<file path="config.mk">
export PLATFORM = sky130hd
export DESIGN_NAME = int_seq_flat
export DESIGN_NICKNAME = d
export VERILOG_FILES = /design/src/rtl/int_seq_pkg.sv /design/src/rtl/int_seq_if.sv /design/src/rtl/int_seq.sv /design/src/flat_wrapper.sv
export SDC_FILE = /design/constraint.sdc
export NUM_CORES = 1
export LEC_CHECK = 0
export BUFFER_PORTS_ARGS = -buffer_cell sky130_fd_sc_hd__buf_4
export CORE_MARGIN = 3
export CORE_UTILIZATION = 34
export CTS_CLUSTER_DIAMETER = 80
export DETAILED_ROUTE_END_ITERATION = 12
export GPL_TIMING_DRIVEN = 1
export HOLD_SLACK_MARGIN = 0.12
export PLACE_DENSITY = 0.86
export SYNTH_ARGS = -nofsm -noshare
export SYNTH_HDL_FRONTEND = slang
export SYNTH_SLANG_ARGS = --single-unit
</file>
<file path="constraint.sdc">
create_clock -name clkg -period 1.9 [get_ports clkg]
set_input_delay 0.38 -clock clkg [delete_from_list [all_inputs] [get_ports clkg]]
set_output_delay 0.38 -clock clkg [all_outputs]
set_load 0.01 [all_outputs]
</file>
<file path="src/rtl/int_seq_pkg.sv">
// Shared types and defaults for the Gumnut interrupt sequencer.
package int_seq_pkg;

    localparam int          PC_W_DEF   = 12;
    localparam logic [11:0] VECTOR_DEF = 12'h001;

    typedef enum logic [2:0] {
        ST_IDLE    = 3'd0,
        ST_SAVE    = 3'd1,
        ST_VECTOR  = 3'd2,
        ST_ISR     = 3'd3,
        ST_RESTORE = 3'd4
    } state_e;

endpackage

</file>
<file path="src/rtl/int_seq_if.sv">
// Core / interrupt-register side signals of the interrupt sequencer.
interface int_seq_if #(parameter int PC_W = int_seq_pkg::PC_W_DEF);

    logic            int_req;
    logic            instr_done;
    logic            op_enai;
    logic            op_disi;
    logic            op_reti;
    logic [PC_W-1:0] pc_i;
    logic [PC_W-1:0] ipc_i;
    logic            intc_i;
    logic            intz_i;

    logic            save_we;
    logic            pc_load;
    logic [PC_W-1:0] pc_load_val;
    logic            flag_load;
    logic            c_o;
    logic            z_o;
    logic            int_ack;
    logic            int_en;
    logic            in_isr;
    logic            stall;
    logic            bad_reti;

    modport master (
        output int_req, instr_done, op_enai, op_disi, op_reti, pc_i, ipc_i, intc_i, intz_i,
        input  save_we, pc_load, pc_load_val, flag_load, c_o, z_o, int_ack, int_en,
               in_isr, stall, bad_reti
    );

    modport slave (
        input  int_req, instr_done, op_enai, op_disi, op_reti, pc_i, ipc_i, intc_i, intz_i,
        output save_we, pc_load, pc_load_val, flag_load, c_o, z_o, int_ack, int_en,
               in_isr, stall, bad_reti
    );

endinterface

</file>
<file path="src/rtl/int_seq.sv">
// Interrupt entry/return sequencer: saves context, vectors to the handler,
// restores PC and flags on reti, and owns the global interrupt enable.
//
// state      | meaning
// -----------+-----------------------------------------------------------
// ST_IDLE    | normal execution, request sampled at instruction boundaries
// ST_SAVE    | interrupt register captures next PC and flags, ack pulse
// ST_VECTOR  | PC forced to the handler vector
// ST_ISR     | handler running, no nesting, enai/disi ignored
// ST_RESTORE | PC and flags reloaded from the interrupt register
module int_seq
    import int_seq_pkg::*;
#(
    parameter int              PC_W   = PC_W_DEF,
    parameter logic [PC_W-1:0] VECTOR = PC_W'(VECTOR_DEF)
) (
    input  logic      clkg,
    input  logic      rst,
    int_seq_if.slave  bus
);

    state_e state_q, state_d;
    logic   int_en_q, int_en_d;
    logic   bad_reti_q, bad_reti_d;
    logic   in_isr_q, in_isr_d;

    logic            save_we, pc_load, flag_load, c_o, z_o, int_ack, stall;
    logic [PC_W-1:0] pc_load_val;
    logic            accept;

    always_ff @(posedge clkg or posedge rst) begin
        if (rst) begin
            state_q    <= ST_IDLE;
            int_en_q   <= 1'b0;
            bad_reti_q <= 1'b0;
            in_isr_q   <= 1'b0;
        end else begin
            state_q    <= state_d;
            int_en_q   <= int_en_d;
            bad_reti_q <= bad_reti_d;
            in_isr_q   <= in_isr_d;
        end
    end

    // disi at the same boundary blocks entry; enai only takes effect from the next boundary
    assign accept = bus.instr_done & bus.int_req & int_en_q & ~bus.op_disi;

    always_comb begin
        state_d     = state_q;
        int_en_d    = int_en_q;
        bad_reti_d  = 1'b0;
        save_we     = 1'b0;
        int_ack     = 1'b0;
        pc_load     = 1'b0;
        pc_load_val = '0;
        flag_load   = 1'b0;
        c_o         = 1'b0;
        z_o         = 1'b0;
        stall       = 1'b0;

        unique case (state_q)
            ST_IDLE: begin
                if (accept) begin
                    state_d = ST_SAVE;
                end else if (bus.instr_done & bus.op_disi) begin
                    int_en_d = 1'b0;
                end else if (bus.instr_done & bus.op_enai) begin
                    int_en_d = 1'b1;
                end
                if (bus.instr_done & bus.op_reti) begin
                    bad_reti_d = 1'b1;
                end
            end
            ST_SAVE: begin
                save_we  = 1'b1;
                int_ack  = 1'b1;
                stall    = 1'b1;
                int_en_d = 1'b0;
                state_d  = ST_VECTOR;
            end
            ST_VECTOR: begin
                pc_load     = 1'b1;
                pc_load_val = VECTOR;
                stall       = 1'b1;
                state_d     = ST_ISR;
            end
            ST_ISR: begin
                if (bus.instr_done & bus.op_reti) begin
                    state_d = ST_RESTORE;
                end
            end
            ST_RESTORE: begin
                pc_load     = 1'b1;
                pc_load_val = bus.ipc_i;
                flag_load   = 1'b1;
                c_o         = bus.intc_i;
                z_o         = bus.intz_i;
                stall       = 1'b1;
                int_en_d    = 1'b1;
                state_d     = ST_IDLE;
            end
            default: begin
                state_d  = ST_IDLE;
                int_en_d = 1'b0;
            end
        endcase

        in_isr_d = (state_d == ST_ISR);
    end

    assign bus.save_we     = save_we;
    assign bus.int_ack     = int_ack;
    assign bus.pc_load     = pc_load;
    assign bus.pc_load_val = pc_load_val;
    assign bus.flag_load   = flag_load;
    assign bus.c_o         = c_o;
    assign bus.z_o         = z_o;
    assign bus.stall       = stall;
    assign bus.int_en      = int_en_q;
    assign bus.in_isr      = in_isr_q;
    assign bus.bad_reti    = bad_reti_q;

endmodule
</file>
<file path="src/flat_wrapper.sv">
// flat-port wrapper written by rule: the top's interface ports become plain ports
module int_seq_flat import int_seq_pkg::*;
#(
    parameter int              PC_W   = PC_W_DEF,
    parameter logic [PC_W-1:0] VECTOR = PC_W'(VECTOR_DEF)
)
  (clkg, rst, bus_int_req, bus_instr_done, bus_op_enai, bus_op_disi, bus_op_reti, bus_pc_i, bus_ipc_i, bus_intc_i, bus_intz_i, bus_save_we, bus_pc_load, bus_pc_load_val, bus_flag_load, bus_c_o, bus_z_o, bus_int_ack, bus_int_en, bus_in_isr, bus_stall, bus_bad_reti);
  int_seq_if #(.PC_W(PC_W)) bus_i ();
  input  logic clkg;
  input  logic rst;
  input wire logic [$bits(bus_i.int_req)-1:0] bus_int_req;
  input wire logic [$bits(bus_i.instr_done)-1:0] bus_instr_done;
  input wire logic [$bits(bus_i.op_enai)-1:0] bus_op_enai;
  input wire logic [$bits(bus_i.op_disi)-1:0] bus_op_disi;
  input wire logic [$bits(bus_i.op_reti)-1:0] bus_op_reti;
  input wire logic [$bits(bus_i.pc_i)-1:0] bus_pc_i;
  input wire logic [$bits(bus_i.ipc_i)-1:0] bus_ipc_i;
  input wire logic [$bits(bus_i.intc_i)-1:0] bus_intc_i;
  input wire logic [$bits(bus_i.intz_i)-1:0] bus_intz_i;
  output wire logic [$bits(bus_i.save_we)-1:0] bus_save_we;
  output wire logic [$bits(bus_i.pc_load)-1:0] bus_pc_load;
  output wire logic [$bits(bus_i.pc_load_val)-1:0] bus_pc_load_val;
  output wire logic [$bits(bus_i.flag_load)-1:0] bus_flag_load;
  output wire logic [$bits(bus_i.c_o)-1:0] bus_c_o;
  output wire logic [$bits(bus_i.z_o)-1:0] bus_z_o;
  output wire logic [$bits(bus_i.int_ack)-1:0] bus_int_ack;
  output wire logic [$bits(bus_i.int_en)-1:0] bus_int_en;
  output wire logic [$bits(bus_i.in_isr)-1:0] bus_in_isr;
  output wire logic [$bits(bus_i.stall)-1:0] bus_stall;
  output wire logic [$bits(bus_i.bad_reti)-1:0] bus_bad_reti;
  assign bus_i.int_req = bus_int_req;
  assign bus_i.instr_done = bus_instr_done;
  assign bus_i.op_enai = bus_op_enai;
  assign bus_i.op_disi = bus_op_disi;
  assign bus_i.op_reti = bus_op_reti;
  assign bus_i.pc_i = bus_pc_i;
  assign bus_i.ipc_i = bus_ipc_i;
  assign bus_i.intc_i = bus_intc_i;
  assign bus_i.intz_i = bus_intz_i;
  assign bus_save_we = bus_i.save_we;
  assign bus_pc_load = bus_i.pc_load;
  assign bus_pc_load_val = bus_i.pc_load_val;
  assign bus_flag_load = bus_i.flag_load;
  assign bus_c_o = bus_i.c_o;
  assign bus_z_o = bus_i.z_o;
  assign bus_int_ack = bus_i.int_ack;
  assign bus_int_en = bus_i.int_en;
  assign bus_in_isr = bus_i.in_isr;
  assign bus_stall = bus_i.stall;
  assign bus_bad_reti = bus_i.bad_reti;
  int_seq #(.PC_W(PC_W), .VECTOR(VECTOR)) u_core (.clkg(clkg), .rst(rst), .bus(bus_i));
endmodule
</file>
==> results.md <==
- In the global route stage, met2 resource usage came out at between 20% and 30%.
- Summing every instance area after synthesis gives roughly 460 um2.
- The leading area contributor after synthesis is sky130_fd_sc_hd__dfrtp_1.
- The capturing element type of the critical path is a primary output.
- In this run the remaining antenna-violating nets after routing total 0.
- The largest clock skew in the final design is around 0.004 ns.
- After floorplanning, the core was divided into 12 placement rows.
- The setup slack of the most critical reg-to-reg path is 0.73 ns.
- The multi-input combinational cells in the finished layout cover a total of 254 um2.
- The die boundary height is 43.0 um.
- The met3 demand-to-capacity share in global routing is ~5.5%.
- STA classifies the critical path startpoint as a flip-flop.
- The highest achievable clock rate is 563 MHz.
- The number of pins exceeding their max-slew limit in the final report came to 0.
- The maximum vdd drop is 0.847 mV.
- The required time of the critical path is 1.52 ns.
- In the global route stage, met1 resource usage came out at 17.5%.
- Global routing consumed, over all layers together, 15.1% of the routing resources.
- The footprint of the flip-flops and latches is roughly 150 um2.
- The flow ran to the end, and the final reports show no timing, DRC or antenna violations.
- For this run, asynchronously set or reset flops after synthesis account for 100%.
- The number of warnings issued by yosys is 0.
- The power density of the placed cells is 1080 nW/um2.
- The relative max-transition margin is 74.4%.
- Summed over all nets, the half-perimeter wirelength after detailed placement is 1040 um.
- The startpoint of the most critical register-to-register path is u_core.state_q[1].
- The H-tree level count is 1.
- The detailed-routing iteration count for the pre-antenna-repair pass is 3.
- Summing over every cut layer, the via total after detailed routing is 503.
- Adding up every negative setup slack in the final design gives 0 ns.
- The remaining routing DRC violations is 0.
- The via count of the first global-routing pass is 462.
- The overflow left after global routing is 0.
- In the post-synthesis netlist, the cell with the most instances is sky130_fd_sc_hd__and3_1.
- Yosys attributes the largest share of cell area to sky130_fd_sc_hd__dfrtp_1 (32%), sky130_fd_sc_hd__and3_1 (18%), sky130_fd_sc_hd__buf_6 (9.7%).
- The launching instance or port of the critical path is u_core.state_q[1].
- Sorting the synthesized cells by how often they occur yields sky130_fd_sc_hd__and3_1 (13), sky130_fd_sc_hd__dfrtp_1 (6), sky130_fd_sc_hd__buf_6 (4), sky130_fd_sc_hd__nand2_1 (4), sky130_fd_sc_hd__a21oi_1 (3).
- The quantity of I/O buffers inserted on ports is 42.
- The number of distinct standard cells referenced by the synthesized netlist is 24.
- Setup violations remaining at the end of the flow were counted as 0.
- For this design the static power due to leakage is roughly 0.46 nW.
- TritonCTS built the clock tree.
- The number of nets in the synthesized netlist is 85.
- The initial utilization of the core area, before any placement, comes to 39.1%.
- The part of the cycle the worst path needs is 93.5%.
- The number of filler cells placed in the layout is 108.
- The DRC violation total after the first TritonRoute iteration is 5.
- The global routing stage identified its most utilized layer as met2.
- Clock-pin slew was measured on the worst setup and hold paths at 0.04 ns.
- The number of max-cap violations is 0.
- The count of buffers added by post-CTS timing repair for setup is 0.
- The type of the setup path with the least slack is reg2out.
- The worst-case clock buffer depth is 2.
- The net count of the finished layout is approximately 130.
- The synthesized design contains 0 enable-type register cells.
- The floorplan step defined a die boundary enclosing 1840 um2.
- The die width is approximately 43 um.
- The time the worst path needs with I/O delays and setup is 1.78 ns.
- The critical register-to-register path endpoint is u_core.state_q[1].
- 0 antenna diodes ended up in the layout.
- Dividing the detail-routed wire length by the instance count gives 12.4 um.
- Hold is met by between 0.4 and 0.5 ns.
- The number of endpoints with negative hold slack in the final report is 0.
- Wires add up to about 1300 um.
- The most critical setup path has its endpoint at bus_stall.
- The pin count of the biggest net entering global routing is 19.
- Synthesis produced a netlist whose cell count is 52.
- The count of pins on the block boundary is 55.
- For the pin with the worst max-slew slack, the measured transition is roughly 0.38 ns.
- The synthesized design devotes to its leading area cell type 32.3% of total area.
- The source-to-sink clock delay at the later pin of the worst-skew pair is between 0.2 and 0.25 ns.
- The weighted congestion reported at the end of routability-driven placement is 0.720.
- The leading register cell type out of synthesis is sky130_fd_sc_hd__dfrtp_1.
- The initial antenna violation count is 0.
- The depth of the worst register-to-register path is 3.
- The maximum fanout along the worst path is 9.
- For this run, the register share of the synthesized area comes to 32.3%.
- CTS placed an instance of sky130_fd_sc_hd__clkbuf_4 at the clock tree root.
- The area growth from synthesis to final layout is 69.0%.
- The post-route netlist has 55.9% of its cells at a drive strength greater than 1.
- Counting the buffers created by CTS gives 3.
- Using the TritonRoute via totals, the vias-per-cell ratio works out to between 4 and 5.
- The path class of the tightest hold or removal check is in2reg.
- A synthesized cell averages just under 9 um2.
- Data on the critical path arrives at its endpoint at 1.40 ns.
- In this run, synthesis produced a sequential element count of 6.
- The wire length of the first global-routing pass is 2080 um.
- Setup repair after global routing left no endpoint under its margin.
- For this design, the sink count on the clock tree is 6.
- The core region is between 1000 and 1500 um2.
through the flow:
| stage | cell area (um2) | power [W] | cells | worst slack [ns] | utilization [%] |
|---|---|---|---|---|---|
| finish | 785 | 0.000848 | 107 | 0.123 | 66.1 |
| floorplan | 464 | 0.000582 | 52 | 0.360 | - |
| detailed placement | 747 | 0.000727 | 103 | 0.330 | 63.0 |
| global route | 785 | 0.000917 | 107 | 0.0490 | 66.1 |
| global placement | 747 | 0.000712 | 103 | 0.365 | 63.0 |
| CTS | 779 | 0.000847 | 107 | 0.0602 | 65.7 |
what timing repair did:
| action | CTS | global route |
|---|---|---|
| hold buffers | 1 | 0 |
| hold endpoints to repair | 6 | 0 |
| resized for setup | 0 | 1 |
| setup endpoints to repair | 0 | 1 |
kinds of logic (layout without fill, tap and decap cells):
kind of cell,Yosys count,after routing,share of synthesized area (%)
compound gates,6,6,8.35
xor+xnor,1,1,1.89
buf+inv,8,49,14.0
flops,6,6,32.3
simple gates,31,31,43.4
where the power goes:
group	leakage (nW)	switching (W)	internal, W
Clock	0.0138	0.0000428	0.0000712
Sequential	0.0759	0.0000861	0.000175
Combinational	0.366	0.000208	0.000265
worst min path at each step:
stage	startpoint	to	slack (ns)	cells past startpoint
2_1_floorplan	rst	u_core.bus.bad_reti	0.17	1
6_report	bus_int_req	u_core.state_q[0]	0.42	3
3_5_place_dp	rst	u_core.bus.bad_reti	0.31	2
3_3_place_gp	rst	u_core.state_q[0]	0.30	2
5_1_grt	bus_op_reti	u_core.bus.bad_reti	0.42	3
4_1_cts	bus_int_req	u_core.state_q[0]	0.42	3
registers in the layout (all words and copies together) (netlist names):
name,cells
u_core.state_q,3
u_core.bus.int_en,1
u_core.bus.bad_reti,1
u_core.bus.in_isr,1
layout make-up:
type | count | area share [%]
Multi-Input combinational cell | 38 | 32.4
Inverter | 2 | 0.957
Timing Repair Buffer | 44 | 42.4
Tap cell | 14 | 2.23
Sequential cell | 6 | 19.1
Clock buffer | 3 | 2.87
routing by layer:
layer / wire length [um] / vias to the layer above
met5: 0 / -
li1: - / 260
met3: 76 / 6
met1: 549 / 221
met4: 39 / 0
met2: 665 / 16
placed cells by master (no fill, tap or decap), types with 2 or more instances in the layout:
master	count
sky130_fd_sc_hd__dfrtp_1	6
sky130_fd_sc_hd__and3_1	13
sky130_fd_sc_hd__a21oi_1	3
sky130_fd_sc_hd__nor2_1	2
sky130_fd_sc_hd__or2_1	2
sky130_fd_sc_hd__nand2_1	4
sky130_fd_sc_hd__buf_4	43
sky130_fd_sc_hd__clkbuf_4	3
sky130_fd_sc_hd__inv_1	2
worst max-delay path, stage by stage, from the launching register on:
cell                      delay (ns)
sky130_fd_sc_hd__dfrtp_1        0.56
sky130_fd_sc_hd__xnor2_1        0.16
sky130_fd_sc_hd__nor2_1         0.07
sky130_fd_sc_hd__or2_1          0.22
sky130_fd_sc_hd__buf_4          0.14
(Power assumes the default switching activity.)
